<file path="src/rtl/syscall_pkg.sv">
// Shared constants for the execute-stage system-call unit: service codes,
// console output kinds, default decode ID and the controller state enum.
package syscall_pkg;

  localparam int unsigned SVC_PRINT_INT  = 1;
  localparam int unsigned SVC_EXIT       = 2;
  localparam int unsigned SVC_NOP        = 3;
  localparam int unsigned SVC_PRINT_CHR  = 4;
  localparam int unsigned SVC_READ_INT   = 5;

  localparam logic KIND_INT = 1'b0;
  localparam logic KIND_CHR = 1'b1;

  localparam int unsigned ID_SYSCALL_DEF = 26;

  typedef enum logic [1:0] {
    S_IDLE    = 2'd0,
    S_WAIT_IN = 2'd1,
    S_DONE    = 2'd2,
    S_HALT    = 2'd3
  } state_e;

endpackage

</file>
<file path="src/rtl/syscall_fifo.sv">
// Console output buffer: WIDTH bits wide, DEPTH (power of two) entries.
// Pushes into a full FIFO and pops from an empty one are ignored.
module syscall_fifo #(
  parameter int unsigned WIDTH = 33,
  parameter int unsigned DEPTH = 8
) (
  input  logic             clk,
  input  logic             rst_n,
  input  logic             i_push,
  input  logic [WIDTH-1:0] i_wdata,
  input  logic             i_pop,
  output logic [WIDTH-1:0] o_rdata_c,
  output logic             o_full_c,
  output logic             o_empty_c
);

  localparam int unsigned PTR_W = $clog2(DEPTH);
  localparam int unsigned CNT_W = $clog2(DEPTH + 1);

  logic [WIDTH-1:0] r_mem [DEPTH];
  logic [PTR_W-1:0] r_wr_ptr;
  logic [PTR_W-1:0] r_rd_ptr;
  logic [CNT_W-1:0] r_count;
  logic             w_do_push;
  logic             w_do_pop;

  assign o_full_c  = (r_count == CNT_W'(DEPTH));
  assign o_empty_c = (r_count == '0);
  assign w_do_push = i_push && !o_full_c;
  assign w_do_pop  = i_pop && !o_empty_c;
  assign o_rdata_c = r_mem[r_rd_ptr];

  // Storage array; contents are don't-care while the count says empty.
  always_ff @(posedge clk) begin
    if (w_do_push) begin
      r_mem[r_wr_ptr] <= i_wdata;
    end
  end

  // Pointers wrap naturally at DEPTH; count tracks occupancy.
  always_ff @(posedge clk or negedge rst_n) begin
    if (!rst_n) begin
      r_wr_ptr <= '0;
      r_rd_ptr <= '0;
      r_count  <= '0;
    end else begin
      if (w_do_push) r_wr_ptr <= r_wr_ptr + PTR_W'(1);
      if (w_do_pop)  r_rd_ptr <= r_rd_ptr + PTR_W'(1);
      case ({w_do_push, w_do_pop})
        2'b10:   r_count <= r_count + CNT_W'(1);
        2'b01:   r_count <= r_count - CNT_W'(1);
        default: r_count <= r_count;
      endcase
    end
  end

endmodule

</file>
<file path="src/rtl/syscall_unit.sv">
// Clocked system-call unit: buffered console output, exit/halt handling and
// an optional blocking integer read (enabled by defining SYSCALL_READ_EN).
module syscall_unit
  import syscall_pkg::*;
#(
  parameter int unsigned DATA_W     = 32,
  parameter int unsigned FIFO_DEPTH = 8,
  parameter int unsigned ID_SYSCALL = ID_SYSCALL_DEF
) (
  input  logic              clk,
  input  logic              reset,
  input  logic              valid_in,
  input  logic [31:0]       ID,
  input  logic [DATA_W-1:0] rs,
  input  logic [DATA_W-1:0] rt,
  output logic [DATA_W-1:0] rd,
  output logic              stall,
  output logic              halted,
  output logic              bad_svc,
  output logic              out_valid,
  input  logic              out_ready,
  output logic [DATA_W-1:0] out_data,
  output logic              out_kind,
  input  logic              in_valid,
  output logic              in_ready,
  input  logic [DATA_W-1:0] in_data
);

  state_e          r_state;
  state_e          w_state_nxt;
  logic [DATA_W-1:0] r_rd;
  logic            r_bad_svc;
  logic            w_bad_nxt;
  logic            w_rd_load;
  logic            w_req;
  logic            w_push;
  logic [DATA_W:0] w_push_word;
  logic [DATA_W:0] w_pop_word;
  logic            w_pop;
  logic            w_full;
  logic            w_empty;

  assign w_req = valid_in && (ID == 32'(ID_SYSCALL));
  assign w_pop = out_ready && !w_empty;

  syscall_fifo #(
    .WIDTH (DATA_W + 1),
    .DEPTH (FIFO_DEPTH)
  ) u_fifo (
    .clk       (clk),
    .rst_n     (reset),
    .i_push    (w_push),
    .i_wdata   (w_push_word),
    .i_pop     (w_pop),
    .o_rdata_c (w_pop_word),
    .o_full_c  (w_full),
    .o_empty_c (w_empty)
  );

  // State register plus registered read result and bad-service pulse.
  always_ff @(posedge clk or negedge reset) begin
    if (!reset) begin
      r_state   <= S_IDLE;
      r_rd      <= '0;
      r_bad_svc <= 1'b0;
    end else begin
      r_state   <= w_state_nxt;
      r_bad_svc <= w_bad_nxt;
      if (w_rd_load) r_rd <= in_data;
    end
  end

  // Next state, stall and FIFO push decode.
  always_comb begin
    w_state_nxt = r_state;
    stall       = 1'b0;
    w_push      = 1'b0;
    w_push_word = '0;
    w_bad_nxt   = 1'b0;
    w_rd_load   = 1'b0;
    case (r_state)
      S_IDLE: begin
        if (w_req) begin
          case (rs)
            DATA_W'(SVC_PRINT_INT): begin
              stall       = w_full;
              w_push      = !w_full;
              w_push_word = {KIND_INT, rt};
            end
            DATA_W'(SVC_PRINT_CHR): begin
              stall       = w_full;
              w_push      = !w_full;
              w_push_word = {KIND_CHR, DATA_W'(rt[7:0])};
            end
            DATA_W'(SVC_EXIT): begin
              stall = !w_empty;
              if (w_empty) w_state_nxt = S_HALT;
            end
            DATA_W'(SVC_NOP): begin
              stall = 1'b0;
            end
`ifdef SYSCALL_READ_EN
            DATA_W'(SVC_READ_INT): begin
              stall       = 1'b1;
              w_state_nxt = S_WAIT_IN;
            end
`endif
            default: begin
              w_bad_nxt = 1'b1;
            end
          endcase
        end
      end
`ifdef SYSCALL_READ_EN
      S_WAIT_IN: begin
        stall = 1'b1;
        if (in_valid) begin
          w_rd_load   = 1'b1;
          w_state_nxt = S_DONE;
        end
      end
      S_DONE: begin
        w_state_nxt = S_IDLE;
      end
`endif
      S_HALT: begin
        stall = w_req;
      end
      default: begin
        w_state_nxt = S_IDLE;
      end
    endcase
  end

`ifdef SYSCALL_READ_EN
  assign in_ready = (r_state == S_WAIT_IN);
`else
  logic w_unused_in;
  assign w_unused_in = &{1'b0, in_valid, in_data};
  assign in_ready    = 1'b0;
`endif

  assign rd        = r_rd;
  assign bad_svc   = r_bad_svc;
  assign halted    = (r_state == S_HALT);
  assign out_valid = !w_empty;
  assign out_data  = w_pop_word[DATA_W-1:0];
  assign out_kind  = w_pop_word[DATA_W];

endmodule

</file>
<file path="config.mk">
export PLATFORM = sky130hd
export DESIGN_NAME = syscall_unit
export DESIGN_NICKNAME = d
export VERILOG_FILES = /design/src/rtl/syscall_pkg.sv /design/src/rtl/syscall_fifo.sv /design/src/rtl/syscall_unit.sv
export SDC_FILE = /design/constraint.sdc
export NUM_CORES = 1
export LEC_CHECK = 0
export CORE_ASPECT_RATIO = 0.9
export CORE_MARGIN = 4
export CORE_UTILIZATION = 55
export DETAILED_ROUTE_END_ITERATION = 16
export PLACE_DENSITY_LB_ADDON = 0.15
export SLEW_MARGIN = 20
export SYNTH_ARGS = -nofsm -noshare
export SYNTH_HDL_FRONTEND = slang
export SYNTH_HIERARCHICAL = 1
export SYNTH_SLANG_ARGS = --single-unit
</file>
<file path="constraint.sdc">
create_clock -name clk -period 6.45 [get_ports clk]
set_clock_uncertainty 0.15 [all_clocks]
set_input_delay 1.29 -clock clk [delete_from_list [all_inputs] [get_ports clk]]
set_output_delay 1.29 -clock clk [all_outputs]
set_load 0.01 [all_outputs]
</file>
## Word level (Yosys, flattened, before mapping)

Memory sizes are Yosys's and may differ from the RTL's.
Cells that the tools add are included.

- Output and inout port bits: 70
- Bits in registers: 13
- Input bits: 133
- Word-level logic and storage cells: 54
- Memory bits (writable): 264
- Memories kept: 1

- Multiplexer cells: 19
- Eq/ne operators: 12
- Bitwise gates (word level): 1
- Reductions and logical operators: 12
- Add/subtract/negate cells: 4

Memory list:

| memory | words | bits a word | rd ports | clocked after Yosys merged registers in | wr ports | line | text |
|---|---|---|---|---|---|---|---|
| u_fifo.r_mem | 8 | 33 | 1 | 0 | 1 | syscall_fifo.sv:20 | `logic [WIDTH-1:0] r_mem [DEPTH];` |

Operators with widths:

| cell | count |
|---|---|
| 33-bit two-way mux | 2 |
| 33-bit case mux with 2 select lines | 1 |
| 32-bit by 2-bit == test with 1-bit output (second input constant) | 2 |
| 32-bit by 1-bit == test with 1-bit output (second input constant) | 1 |
| 32-bit by 3-bit == test with 1-bit output (second input constant) | 1 |
| 32-bit by 5-bit == test with 1-bit output (second input constant) | 1 |
| 1-bit two-way mux | 9 |
| 4-bit case mux with 2 select lines | 1 |
| 3-bit by 1-bit adder with 3-bit output (second input constant) | 2 |
| 2-bit two-way mux | 3 |
| 4-bit by 1-bit adder with 4-bit output (second input constant) | 1 |
| 2-bit == test (second input constant) | 2 |
| 4-bit == test (second input constant) | 1 |
| 1-bit logical AND | 4 |
| 4-bit logical NOT | 1 |
| 2-bit != test (second input constant) | 2 |
| 1-bit case mux with 2 select lines | 2 |
| 2-bit case mux with 2 select lines | 1 |
| 4-bit AND reduction | 1 |
| 4-bit OR reduction | 1 |
| 4-bit by 1-bit subtractor with 4-bit output (second input constant) | 1 |
| 2-bit by 1-bit == test with 1-bit output (second input constant) | 1 |
| 1-bit logical NOT | 2 |
| 2-bit logical NOT | 1 |
| 4 further kinds | 4 |

## Logic depth before layout (Yosys ltp)

Gate-level depths: netlist of the first run.

- Word-level depth: 8
- Mapped depth: 11
- Gate-level depth less buffers: 10

## Hierarchy

Netlist of the first run, hierarchy kept.

By module, submodules not included:

| module | area an instance (µm²) | times used | cells an instance |
|---|---|---|---|
| syscall_fifo | 10,666.5 | 1 | 449 |
| syscall_unit | 927.1 | 1 | 126 |

## Least setup slack after synthesis of the first run

OpenSTA, ideal clock, no wires.

- Path kind: input to register
- From: input ID[29]
- To: memory u_fifo.r_mem[1][0], enable pin
- Slack: 726 ps
- Required time: 5,836 ps
- Library setup time: 464 ps
- Stages: 7
- Data arrival time: 5,110 ps
- Cell sequence: nor4_1 nand4_1 or3_1 buf_6 nor3_1 nand3_1 nor3_1

- Word-level cells in the longest chain between the ends: 7

Ends and longest elaborated chain:

| element | line | text |
|---|---|---|
| from (decl) | syscall_unit.sv:13 | `input logic [31:0] ID,` |
| 32-bit by 5-bit == test with 1-bit output | syscall_unit.sv:43 | `assign w_req = valid_in && (ID == 32'(ID_SYSCALL));` |
| 1-bit logical AND | syscall_unit.sv:43 |  |
| 1-bit two-way mux | syscall_unit.sv:83 | `if (w_req) begin` |
| 1-bit two-way mux | syscall_unit.sv:81 | `case (r_state)` |
| net w_push | syscall_unit.sv:36 | `logic w_push;` |
| 1-bit logical AND | syscall_fifo.sv:29 | `assign w_do_push = i_push && !o_full_c;` |
| 1-bit two-way mux | syscall_fifo.sv:35 | `if (w_do_push) begin` |
| 1-bit two-way mux (implied by the code) | syscall_fifo.sv:36 | `r_mem[r_wr_ptr] <= i_wdata;` |
| to (decl) | syscall_fifo.sv:20 |  |

The timed path passes the listed nets, and every way through them passes these cells.

## Final worst setup path of the first run

- From: input ID[17]
- To: output stall

- Word-level cells in the longest chain between the ends: 4

Ends and longest elaborated chain:

| element | line | text |
|---|---|---|
| 32-bit by 5-bit == test with 1-bit output * | syscall_unit.sv:43 |  |
| 1-bit logical AND * | syscall_unit.sv:43 |  |
| 1-bit two-way mux | syscall_unit.sv:83 |  |
| 1-bit case mux with 2 select lines * | syscall_unit.sv:81 |  |
| to (decl) | syscall_unit.sv:17 | `output logic stall,` |

Mark *: on every way between the ends. The rest lies on a longest branch, timed or not.

==> impl_metrics.tcl, run 1 <==
set metrics [dict create \
    outcome "completed" \
    n_fill_cell 1336 \
    synth_top_area_share_pct 68.38 \
    postRouteAntennaNets 0 \
    cts_post_setup_buffers_inserted 0 \
    dr_wl_met2_um 12670 \
    post_cts_resized 0 \
    cellLeakagePower_nw 4.100 \
    numCtsBuffers 27 \
    firstDrtPassIters 5 \
    finalWorstSetupSlack_ns 1.252 \
    final_cell_mix "264 x edfxtp_1, 136 x clkdlybuf4s50_1, 66 x mux4_2, 33 x conb_1, 27 x clkbuf_16" \
    synthTopCellsByArea "edfxtp_1 68%, mux4_2 13%, mux2_4 3.0%" \
    cts.htree.levels 1 \
    ys_ff_latch 276 \
    rows 50 \
    via_per_inst 5.810 \
    cellPowerDensity_nw_per_um2 307.5 \
    antenna_cells 0 \
    num_vias 6031 \
    finalSetupTns_ns 0 \
    grt_usage_pct 20.49 \
    start_util_pct 55.82 \
    dr.first_iter.drc_count 424 \
    slew_headroom_pct 29.16 \
    nNetsFinal 871 \
    worst_slew_pin_slew_ns 1.063 \
    die_x_um 161.0 \
    yosysTopAreaCell "edfxtp_1" \
    ir_worst_vdd_uv 212.1 \
    hpwl_um 14770 \
    core-area_sq_um 20770 \
    clkSinkCount 276 \
    routed.top_layer "met4" \
    crit_chain "clkdlybuf4s50_1 > nor4_1 > nand4_1 > or3_1 > and2b_1 > clkdlybuf4s50_1" \
    worstSetupStartpointType "primary input" \
    insertion_delay_ns 0.52 \
    dieArea_sq_um 23470 \
    period_share_pct 80.59 \
    stdcell_area_sq_um 14270 \
    route.met3.wl_um 1467 \
    synth_area_sq_um 11590 \
    synth.avg_cell_area_sq_um 20.16 \
    synthDistinctLibCells 51 \
    clkTransAtPathRegs_ns 0.07 \
    tritoncts "yes" \
    io_buffers 136 \
    place.gp.congestion 0.9248 \
    min_path_type "reg2reg" \
    slew_violations 0 \
    root_buffer "clkbuf_16" \
    yosysWarningCount 6 \
    final_cells 1038 \
    crit_fanout 4 \
    finalPower_w 0.004389 \
    hold_viol_final 0 \
    setup_viol 0 \
    drive_above_1_share_pct 24.73 \
    ys_seq_area_share_pct 70.97 \
    slowest_delay_ns 0.55 \
    chipHeight_um 145.7 \
    met1Wirelength_um 9424 \
    grt_overflow 0 \
    rsz0062_at_grt "false" \
    syn-instance-count 575 \
    cp_slowest_cell "clkdlybuf4s50_1" \
    area_delta_synth_final_pct 23.11 \
    fmax_mhz 192.4 \
    antenna_found_initial 0 \
    cap_violations 0 \
    grt_first_pass_wirelength_um 37000 \
    placed_cells 988 \
    cts_hold_buf 0 \
    critPathKind "in2out" \
    ys.flop_type "edfxtp_1" \
    drc 0 \
    placed_cell_area_sq_um 13290 \
    wl_per_cell_um 23.48 \
    min_period_ns 5.198 \
    grt_start_max_net_pins 54 \
    io_pins 203 \
    cp.required_ns 5.01 \
    cts_buffer_depth 3 \
    crit_top_cell "clkdlybuf4s50_1" \
    critPathArrivalTime_ns 3.76 \
    final_common_cell "edfxtp_1" \
    grt_pass1_vias 6546 \
    pre_cts_slack_ns 0.8530 \
    worstSetupEndpointType "primary output" \
    async_flop_share_pct 4.348 \
    wl_um 24380 \
    synth_edf_count 264 \
]
-- critical path: cells and delay by family --
kind | cells | cell delay, ns
simple gates | 4 | 1.52
buf+inv | 2 | 0.95
-- final cells by class --
class	count	area, sq um	area share [%]
Clock buffer	31	690.7	4.839
Tap cell	286	357.8	2.507
Multi-Input combinational cell	264	3082	21.59
Sequential cell	276	8234	57.69
Timing Repair Buffer	155	1612	11.29
Inverter	8	30.03	0.2104
Clock inverter	18	266.5	1.867
-- cells by family (layout without fill, tap and decap cells) --
kind of cell | after synthesis | after routing | synth area share, %
AO/OA/AOI/OAI | 11 | 11 | 0.7231
XOR/XNOR | 8 | 8 | 0.6044
adder cells (fa/ha/maj) | 6 | 6 | 0.7123
buffers and inverters | 67 | 212 | 4.004
flip-flops | 276 | 276 | 70.97
multiplexers | 102 | 102 | 17.05
other | 1 | 33 | 0.03235
AND/OR/NAND/NOR | 104 | 104 | 5.903
-- synthesized netlist by cell type, types with 2 or more instances --
cell	n
a21oi_1	2
and3_1	24
buf_1	4
buf_12	4
buf_2	7
buf_4	33
buf_6	2
clkbuf_1	9
dfrtp_1	12
edfxtp_1	264
ha_1	5
inv_1	7
mux2_2	11
mux2_4	23
mux4_2	66
nand2_1	17
nand2b_1	2
nand3_1	5
nand3b_1	2
nand4_1	3
nor2_1	9
nor2b_1	2
nor3_1	4
nor3b_1	3
nor4_1	12
nor4_2	7
nor4_4	2
nor4b_1	2
o31ai_1	2
or3_1	3
xnor2_1	5
xor2_1	3
-- layer usage --
metal  global-route usage [%]  vias up
met1                    26.30     3097
met2                    36.20      270
li1                         -     2617
met3                    2.747       47
met4                    7.292        0
met5                        0        -
-- state kept, by name, indices dropped and copies added (netlist names) --
name	count
u_fifo/r_mem	264
bad_svc	1
r_state	1
u_fifo/r_wr_ptr	3
u_fifo/r_rd_ptr	3
u_fifo/r_count	4
-- power by group --
part / internal, W / switching, W / leakage, nW
Combinational: 0.000339 / 0.000291 / 1.66
Clock: 0.00105 / 0.000627 / 0.475
Sequential: 0.00196 / 0.000127 / 1.96
-- metrics by stage --
step | util [%] | hold slack [ns]
3_5_place_dp | 63.98 | 0.3600
6_report | 68.72 | 0.3800
2_1_floorplan | - | 0.3346
4_1_cts | 68.58 | 0.3734
3_3_place_gp | 63.98 | 0.3517
5_1_grt | 68.72 | 0.3965
-- final timing paths --
path / from / endpoint / slack [ns] / cells after the start
min in group asynchronous: reset / u_fifo/r_count[3] / 1.00 / 1
max in group asynchronous: reset / u_fifo/r_rd_ptr[0] / 4.68 / 1
worst min-delay path: u_fifo/r_wr_ptr[0] / u_fifo/r_wr_ptr[0] / 0.38 / 1
worst max-delay path: ID[17] / stall / 1.25 / 6
worst min register to register: u_fifo/r_wr_ptr[0] / u_fifo/r_wr_ptr[0] / 0.38 / 1
worst max register to register: u_fifo/r_count[0] / u_fifo/r_count[3] / 2.68 / 10
No activity file was read; power rests on OpenSTA's default activity.
==> run 2, diff against run 1 <==
--- a/config.mk
+++ b/config.mk
@@ -7,7 +7,7 @@
 export LEC_CHECK = 0
 export CORE_ASPECT_RATIO = 0.9
 export CORE_MARGIN = 4
-export CORE_UTILIZATION = 55
+export CORE_UTILIZATION = 53
 export DETAILED_ROUTE_END_ITERATION = 16
 export PLACE_DENSITY_LB_ADDON = 0.15
 export SLEW_MARGIN = 20
==> constraint.sdc (replaced) <==
create_clock -name clk -period 5.15 [get_ports clk]
set_clock_uncertainty 0.15 [all_clocks]
set_input_delay 1.03 -clock clk [delete_from_list [all_inputs] [get_ports clk]]
set_output_delay 1.03 -clock clk [all_outputs]
set_load 0.01 [all_outputs]
==> run 2 against run 1 <==
- power up 19%
- critical endpoint unchanged
- worst setup slack worse by 0.75 ns
- sequential power up 26%
- largest power group unchanged
- combinational power up 21%
==> impl_metrics.tcl, run 2 (synthesized netlist as in run 1, its figures left out) <==
set metrics [dict create \
    placed_cell_area_sq_um 13370 \
    io_pins 203 \
    postRouteAntennaNets 0 \
    hpwl_um 14760 \
    insertion_delay_ns 0.52 \
    largest_reg_flops 264 \
    reg_top3 "u_fifo/r_mem x264, u_fifo/r_count x4" \
    cts.htree.levels 1 \
    firstDrtPassIters 5 \
    die_x_um 163.9 \
    chipHeight_um 148.3 \
    reg2regPathDepth 10 \
    final_cell_mix "264 x edfxtp_1, 136 x clkdlybuf4s50_1, 66 x mux4_2, 33 x conb_1, 29 x clkbuf_16" \
    finalSetupTns_ns 0 \
    holdPathStages 1 \
    drive_above_1_share_pct 24.97 \
    cap_violations 0 \
    grt_first_pass_wirelength_um 36450 \
    cts_hold_buf 0 \
    slew_headroom_pct 34.15 \
    max_flop_register "u_fifo/r_mem" \
    root_buffer "clkbuf_16" \
    finalWorstSetupSlack_ns 0.5015 \
    hold_end "u_fifo/r_wr_ptr[0]" \
    nNetsFinal 881 \
    setup_viol 0 \
    critPathKind "in2out" \
    worstSetupEndpointType "primary output" \
    cts_buffer_depth 3 \
    clkSinkCount 276 \
    pre_cts_slack_ns 0.2969 \
    outcome "completed" \
    ir_worst_vdd_uv 274.6 \
    antenna_cells 0 \
    via_per_inst 5.546 \
    cts_post_setup_buffers_inserted 0 \
    finalPower_w 0.005215 \
    numCtsBuffers 28 \
    r2r_slack_ns 1.77 \
    grt_usage_pct 20.03 \
    r2r-end "u_fifo/r_count[3]" \
    place.gp.congestion 0.8472 \
    tritoncts "yes" \
    r2r_start "u_fifo/r_count[3]" \
    dr.first_iter.drc_count 391 \
    critPathArrivalTime_ns 3.47 \
    wl_um 23620 \
    slew_violations 0 \
    cellLeakagePower_nw 4.069 \
    holdWs_ns 0.3633 \
    worstSetupStartpointType "primary input" \
    io_buffers 136 \
    stdcell_area_sq_um 14210 \
    post_cts_resized 0 \
    antenna_found_initial 0 \
    dieArea_sq_um 24310 \
    rows 51 \
    period_share_pct 90.26 \
    crit_fanout 10 \
    area_delta_synth_final_pct 22.57 \
    grt_start_max_net_pins 69 \
    drc 0 \
    min_from "u_fifo/r_wr_ptr[0]" \
    grt_pass1_vias 6456 \
    worst_slew_pin_slew_ns 0.9877 \
    start_util_pct 53.75 \
    hold_viol_final 0 \
    num_vias 5834 \
    cellPowerDensity_nw_per_um2 367.0 \
    rsz0062_at_grt "false" \
    core-area_sq_um 21570 \
    min_path_type "reg2reg" \
    clkTransAtPathRegs_ns 0.05 \
    grt_overflow 0 \
    cp.required_ns 3.97 \
    min_period_ns 4.649 \
    wl_per_cell_um 22.45 \
    final_common_cell "edfxtp_1" \
    fmax_mhz 215.1 \
]
run 2: changes by cell type in the layout (fill, tap and decap cells not counted):
cell       before  now
nor3_4          0    2
buf_4          11   22
buf_12          7    6
clkinv_1        3    8
nor3_2          3    1
bufinv_16       7    1
inv_6           1    0
clkbuf_16      27   29
buf_16          1    0
clkinv_2        8    7
clkinv_4        0    1
run 2: per-layer routing:
| metal | vias to the layer above | GRT usage [%] | share of wire (%) |
|---|---|---|---|
| met5 | - | 0 | 0 |
| met4 | 0 | 5.157 | 2.6 |
| met3 | 30 | 2.799 | 7.3 |
| met2 | 244 | 36.16 | 52 |
| met1 | 2919 | 25.75 | 38 |
| li1 | 2641 | - | - |
run 2: worst max-delay path, stage by stage:
cell and delay, ns:
clkdlybuf4s50_1 0.46, nor4_1 0.29, nand4_1 0.28, or3_1 0.46, buf_4 0.21, and2b_1 0.20
clkdlybuf4s50_1 0.53
run 2: final cells by class:
type,count,area (sq um)
sequential,276,8234
fill,1497,7358
multi-input combinational,264,3094
timing repair buffer,164,1647
clock buffer,33,740.7
tap,291,364.1
clock inverter,16,100.1
inverter,8,30.03
run 2: worst max path at each step:
stage           start            endpoint  slack [ns]  depth (start not counted)
3_5_place_dp   ID[16]   u_fifo/r_count[3]        0.30                         11
3_3_place_gp   ID[17]   u_fifo/r_count[3]        0.35                         11
4_1_cts        ID[12]               stall        0.45                          7
5_1_grt        ID[12]               stall        0.39                          7
2_1_floorplan  ID[29]  u_fifo/r_mem[7][0]        0.56                          7
6_report       ID[18]               stall        0.50                          7
run 2: report_power, final:
group	switching, W	internal, W
clock network	0.000760	0.00107
logic	0.000340	0.000420
registers	0.000175	0.00245
run 2: through the flow:
stage	cells	util [%]
after floorplan	607	-
after global placement	1003	61.99
after detailed placement	1003	61.99
after CTS	1052	65.88
after global routing	1052	65.88
final	1052	65.88
